==> config.mk <==
export PLATFORM = sky130hd
export DESIGN_NAME = rv32_if_id_fifo
export DESIGN_NICKNAME = d
export VERILOG_FILES = /design/src/rtl/rv32_pipe_pkg.sv /design/src/rtl/rv32_if_id_fifo.sv
export SDC_FILE = /design/constraint.sdc
export NUM_CORES = 1
export LEC_CHECK = 0
export CAP_MARGIN = 20
export CORE_MARGIN = 2
export CORE_UTILIZATION = 35
export DETAILED_ROUTE_END_ITERATION = 8
export DONT_BUFFER_PORTS = 1
export SETUP_SLACK_MARGIN = 0.2
export SYNTH_ARGS = -nofsm -noshare
export SYNTH_HDL_FRONTEND = slang
export SYNTH_SLANG_ARGS = --single-unit
==> constraint.sdc <==
create_clock -name clk -period 3.8 [get_ports clk]
set_clock_uncertainty 0.1 [all_clocks]
set_input_delay 0.76 -clock clk [delete_from_list [all_inputs] [get_ports clk]]
set_output_delay 0.76 -clock clk [all_outputs]
set_load 0.01 [all_outputs]
==> src/rtl/rv32_pipe_pkg.sv <==
// Shared RV32 pipeline types: the IF->ID entry record and the canonical NOP encoding.
package rv32_pipe_pkg;

  localparam int unsigned RV32_XLEN = 32;
  localparam int unsigned RV32_ILEN = 32;

  // ADDI x0, x0, 0
  localparam logic [RV32_ILEN-1:0] RV32_NOP = 32'h0000_0013;

  typedef struct packed {
    logic [RV32_XLEN-1:0] pc;
    logic [RV32_ILEN-1:0] code;
  } if_id_entry_t;

endpackage

==> src/rtl/rv32_if_id_fifo.sv <==
// IF->ID instruction buffer: DEPTH-entry FIFO of {pc, code} with flush, presenting a NOP when empty.
module rv32_if_id_fifo
  import rv32_pipe_pkg::*;
#(
  parameter int unsigned XLEN  = 32,
  parameter int unsigned ILEN  = 32,
  parameter int unsigned DEPTH = 4
) (
  input  logic                     clk,
  input  logic                     rst,
  input  logic                     flush,
  input  logic                     push_valid,
  output logic                     push_ready,
  input  logic [ILEN-1:0]          push_code,
  input  logic [XLEN-1:0]          push_pc,
  input  logic                     pop_ready,
  output logic                     pop_valid,
  output logic [ILEN-1:0]          code_out,
  output logic [XLEN-1:0]          pc_out,
  output logic [$clog2(DEPTH):0]   count
);

  localparam int unsigned PTR_W = $clog2(DEPTH);
  localparam logic [PTR_W:0]   FullCount = (PTR_W + 1)'(DEPTH);
  localparam logic [PTR_W:0]   CntOne    = (PTR_W + 1)'(1);
  localparam logic [PTR_W-1:0] PtrOne    = PTR_W'(1);

  if ((DEPTH < 2) || ((DEPTH & (DEPTH - 1)) != 0)) begin : gen_depth_check
    $error("rv32_if_id_fifo: DEPTH must be a power of two and at least 2");
  end
  if ((XLEN != RV32_XLEN) || (ILEN != RV32_ILEN)) begin : gen_width_check
    $error("rv32_if_id_fifo: XLEN/ILEN must match rv32_pipe_pkg entry widths");
  end

  if_id_entry_t     mem [DEPTH];
  if_id_entry_t     head;
  logic [PTR_W-1:0] wr_ptr_q, rd_ptr_q;
  logic [PTR_W:0]   cnt_q;
  logic             full, empty;
  logic             push_fire, pop_fire;

  // full/empty come from the count so equal pointers are never ambiguous
  assign full      = (cnt_q == FullCount);
  assign empty     = (cnt_q == '0);
  assign push_fire = push_valid & ~full;
  assign pop_fire  = pop_ready & ~empty;

  always_ff @(posedge clk or posedge rst) begin
    if (rst) begin
      wr_ptr_q <= '0;
      rd_ptr_q <= '0;
      cnt_q    <= '0;
    end else if (flush) begin
      wr_ptr_q <= '0;
      rd_ptr_q <= '0;
      cnt_q    <= '0;
    end else begin
      if (push_fire) wr_ptr_q <= wr_ptr_q + PtrOne;
      if (pop_fire)  rd_ptr_q <= rd_ptr_q + PtrOne;
      if (push_fire && !pop_fire) begin
        cnt_q <= cnt_q + CntOne;
      end else if (pop_fire && !push_fire) begin
        cnt_q <= cnt_q - CntOne;
      end
    end
  end

  // Storage carries no reset; stale contents are masked while empty.
  always_ff @(posedge clk) begin
    if (push_fire && !flush) begin
      mem[wr_ptr_q] <= '{pc: push_pc, code: push_code};
    end
  end

  always_comb begin
    head       = mem[rd_ptr_q];
    push_ready = ~full;
    pop_valid  = ~empty;
    code_out   = empty ? RV32_NOP : head.code;
    pc_out     = empty ? '0 : head.pc;
    count      = cnt_q;
  end

endmodule

==> run summary <==
outcome - finished, final reports clean
Hold Crit Start - flush
clk sinks - 263
Hold Crit Depth - 1
IO Count - 138
Residual DRC - 0
GRT Total Usage - 12.7%
DIE WIDTH - 175 um
reg2reg start - count[2]
delay-heaviest family, CP - flip-flops
element type at the critical path end - output pin
reg-to-reg endpoint - count[2]
gr ovfl total - 0
Metal-1 WL - 7590 um
drt total wl - 19200 um
CTS Buffer Depth - 3
placed insts - 836
RSZ-0062 raised after global routing - no
placer congestion estimate - 0.675
Tcrit/Tclk final - 83.3%
routed via count - 4411
Peak VDD IR - 430 uV
reg2reg setup slack - 1070 ps
total CTS buffers - 27
die height - 175 um
Worst-Margin Slew - 592 ps
clock power share - 31.5%
Post-CTS Resized - 0
CP max stage cell - dfrtp_4
port bufs - 0
Cell variety after synth - 35
Flop pwr share - 46.0%
Pins Over Slew Limit - 0
Seq/Total Area, Yosys - 77.0%
CTS tree - done
1st-iter DRT viols - 341
CP max stage delay - 630 ps
final hold vios - 0
final std cells w/o fill - 885
total of warnings raised by yosys - 0
combinational power share - 22.5%
met3 wire length - 1800 um
PwrDens - 659 nW/um^2
Routed met2 length - 9410 um
area of the core - 28700 um^2
Max-Cap Viols - 0
Worst-path clk slew - 60 ps
Die ar. - 30600 um^2
vias in the first global route - 4893
Arr. time, crit path - 2310 ps
Final Critical Period - 3170 ps
initial antenna violation count - 1
Total Neg Setup Slack - 0 ps
synthesized flop and latch total - 263
slew margin rel. - 60.6%
layout overhead on the synthesized area - 12.8%
sw frac - 27.8%
CP Buf/Inv Count - 1
Vias/cell - 4.98
cells on worst reg2reg path - 7
Final nets - 557
Antenna Nets Post-Route - 0
Top Metal Used - met4
first-pass GRT wire length - 29400 um
leakage - 3.57 nW
Syn Std Cell Area - 10200 um^2
Startpoint Class - flop
f_max - 316 MHz
crit path cell chain - buf_12 > mux4_2 > and2_1
Worst-Skew Late Latency - 530 ps
Synth Instances - 469
internal power - 5.48 mW
Final Setup Violations - 0
WL/cell - 21.7 um
Starting Density - 35.6%
fillers - 2559
CP Class - flop to output pin
worst-path fanout max - 34
Detailed Place HPWL - 11400 um
layout cells sized above 1 - 23.4%
Psw - 2.11 mW
n_diodes - 0
synthesized area per cell - 21.8 um^2
Hold Path Sink - wr_ptr_q[1]
Net Count, Synth - 543
DR pass1 iterations - 4
Hold WC Path Type - primary input to flop
htree depth - 1
# rows - 62
CP Data Required Time - 2940 ps
Clock Root Buffer - clkbuf_16
largest net degree at the start of global routing - 63
## cells in the mapped netlist, drive strengths merged
cell    instances  share of area, %
nand3           2             0.098
inv            10              0.37
or2             3              0.18
o21ai           3              0.15
ha              4              0.49
a21oi           2             0.098
a211oi          1             0.074
mux2i           1             0.098
edfxtp        256                75
buf            18               1.2
nor3            2              0.15
and3b           1             0.086
o21a            1             0.074
o211a           1             0.098
fa              1              0.20
dfrtp           7               1.7
a31o            1             0.086
nor3b           1             0.074
a211o           1             0.086
a21o            1             0.074
mux4           64                14
clkbuf          7              0.26
and3            1             0.061
xor2            2              0.17
o31ai           2              0.15
o311ai          1             0.086
and2           65               4.0
nor2            7              0.26
a311oi          1             0.086
o211ai          1             0.074
mux2            1              0.11
## metal layers
metal  GRT usage (%)  up-vias
li1                -     1923
met1            15.3     2309
met2            21.7      138
met3            4.70       41
met4            3.33        0
met5               0        -
## sequential cells by signal (all words and copies together), names as in the netlist
| signal | cells |
|---|---|
| rd_ptr_q | 2 |
| wr_ptr_q | 2 |
| count | 3 |
| mem | 256 |
## layout by cell type (no fill, tap or decap), types with 3 or more instances in the layout
cell type,count
and2_1,61
and2_4,4
buf_12,7
clkbuf_1,6
clkbuf_16,27
clkinv_1,6
clkinv_2,5
dfrtp_1,5
edfxtp_1,256
ha_1,4
inv_1,9
mux4_2,64
nor2_1,7
o21ai_0,3
or2_1,3
## final cells by class
cell class / count / area [um^2] / area share (%)
Multi-Input combinational cell: 171 / 2170 / 18.9
Sequential cell: 263 / 7870 / 68.3
Inverter: 10 / 37.5 / 0.326
Tap cell: 384 / 480 / 4.17
Clock buffer: 33 / 698 / 6.06
Timing Repair Buffer: 10 / 165 / 1.43
Clock inverter: 14 / 93.8 / 0.815
## worst register-to-register path, delay by kind of cell, from the launching register on
family,cells,cell delay [ps]
AOI/OAI and AO/OA,2,370
adders and majority gates,1,420
DFF,1,540
and+or+nand+nor,3,930
buffers and inverters,1,230
## worst max-delay path by stage
| stage | slack, ps | cells after the start | start | endpoint |
|---|---|---|---|---|
| floorplan | 490 | 4 | push_valid | mem[0][0] |
| global placement | 1090 | 3 | count[0] | code_out[24] |
| detailed placement | 1010 | 3 | count[0] | code_out[24] |
| CTS | 410 | 3 | count[0] | code_out[24] |
| global route | 470 | 3 | rd_ptr_q[0] | code_out[8] |
| finish | 630 | 3 | rd_ptr_q[0] | code_out[8] |
## kinds of logic after synthesis
family                   Yosys count  share of synthesized area, %
XOR/XNOR                           2                         0.171
flip-flops                       263                          77.0
AO/OA/AOI/OAI                     16                          1.13
buffers and inverters             35                          1.85
multiplexers                      66                          14.3
adder cells (fa/ha/maj)            5                         0.686
AND/OR/NAND/NOR                   82                          4.89
## power by group through the flow
stage	clock network [mW]	registers (mW)	logic (mW)
after floorplan	0	3.45	1.48
final	2.39	3.49	1.70
after detailed placement	0	3.56	1.73
after global routing	2.58	3.52	1.88
after CTS	2.48	3.50	1.74
after global placement	0	3.55	1.71
## repair_timing
action,CTS,global route
hold buffers,1,0
hold endpoints to repair,7,0
buffers inserted,0,0
## metrics by stage
stage	hold WS, ps	cell area, um^2	setup WS, ps	total power, mW	utilization [%]
after floorplan	457	10200	491	4.93	-
after global placement	465	10700	1090	5.26	37.3
after detailed placement	499	10700	1010	5.29	37.3
after CTS	158	11500	408	7.72	40.1
after global routing	157	11500	472	7.98	40.1
final	187	11500	635	7.59	40.1
Power figures use the tool's default switching activity.
==> patch: new RTL, config.mk and constraints unchanged <==
The parameter `DEPTH` goes from 4 to 8.
--- a/src/rtl/rv32_if_id_fifo.sv
+++ b/src/rtl/rv32_if_id_fifo.sv
@@ -6,3 +6,3 @@
   parameter int unsigned ILEN  = 32,
-  parameter int unsigned DEPTH = 4
+  parameter int unsigned DEPTH = 8
 ) (
Interface: changed (resized count); port bits go from 138 to 139. The function was not compared with the original's and may differ.
==> patch against the original RTL <==
- wire length is 110% higher
- synthesized cell count increased by 90%
- die area increased by 94%
- worst setup slack worse by 0.23 ns
- cell area up 100%
- critical path depth up 1
- sequential cell count is 259 higher
- area after synthesis increased by 96%
- worst hold slack got worse by 0.048 ns
- combinational power increased by 88%
- power rose by 99%
- highest routed layer unchanged
==> patch: results (changes against the original RTL) <==
stage;metric;value;unit;change
power_and_ir_drop;P_sw;4.12;mW;+95%
synthesis;Post-synth EDFFs;512;;+100%
grt;met1 Usage GRT;18.4;%;+3.1 points
clocking;H-Tree Depth;2;;+1
place;placed cell areas;21300;sq um;+99%
run_status;outcome;finished clean;;
critical_path;WP data arrival;2.54;ns;+0.23 ns
timing;part of the cycle the worst path needs;89.4;%;+6.1 points
power_and_ir_drop;P_clk;5.16;mW;+120%
detailed_routing;met1 wire length;17.5;mm;+130%
grt;Total Routing Usage GR;14.2;%;+1.4 points
power_and_ir_drop;Lkg Pwr;6.90;nW;+93%
cells_and_area;fin cells;1727;;+95%
synthesis;Synth top area share;76.6;%;+1.4 points
critical_path;Worst setup endpoint;pc_out[11];;
synthesis;largest cells by area after synthesis;edfxtp_1, mux4_2, mux2i_1;;
synthesis;syn avg cell area;22.5;sq um;+3.4%
cells_and_area;Nets;1004;;+80%
synthesis;Post-synth top cells;edfxtp_1, mux4_2, nor2_1;;
synthesis;Syn Nets;965;;+78%
grt;GRT met2 Usage;23.6;%;+1.9 points
cells_and_area;# fillers;4883;;+91%
synthesis;sequential share of the synthesized area;77.9;%;+0.92 points
place;post-DP HPWL;21.6;mm;+90%
critical_path;peak fanout along the critical path;15;;-56%
clocking;postcts setup bufs;1;;+1
cells_and_area;Largest register FFs;512;;+100%
-- patch: critical path, cell delays in order, from the launching register on --
cell	delay (ns)
dfrtp_4	0.70
buf_4	0.36
mux4_2	0.53
mux2i_1	0.23
nor2_1	0.12
-- patch: layout make-up --
cell class | count | share of cell area [%]
timing repair buffer | 31 | 1.94
tap | 756 | 4.10
multi-input combinational | 317 | 18.6
inverter | 5 | 0.0814
clock buffer | 60 | 5.87
clock inverter | 36 | 1.61
sequential | 522 | 67.8
-- patch: cell families (layout without fill, tap and decap cells) --
| kind of cell | Yosys count | count (layout) | synth area share, % |
|---|---|---|---|
| mux | 194 | 194 | 17.7 |
| fa+ha+maj | 5 | 5 | 0.349 |
| xor+xnor | 6 | 6 | 0.262 |
| simple gates | 98 | 98 | 2.08 |
| buf+inv | 52 | 132 | 1.17 |
| compound gates | 14 | 14 | 0.599 |
| flops | 522 | 522 | 77.9 |
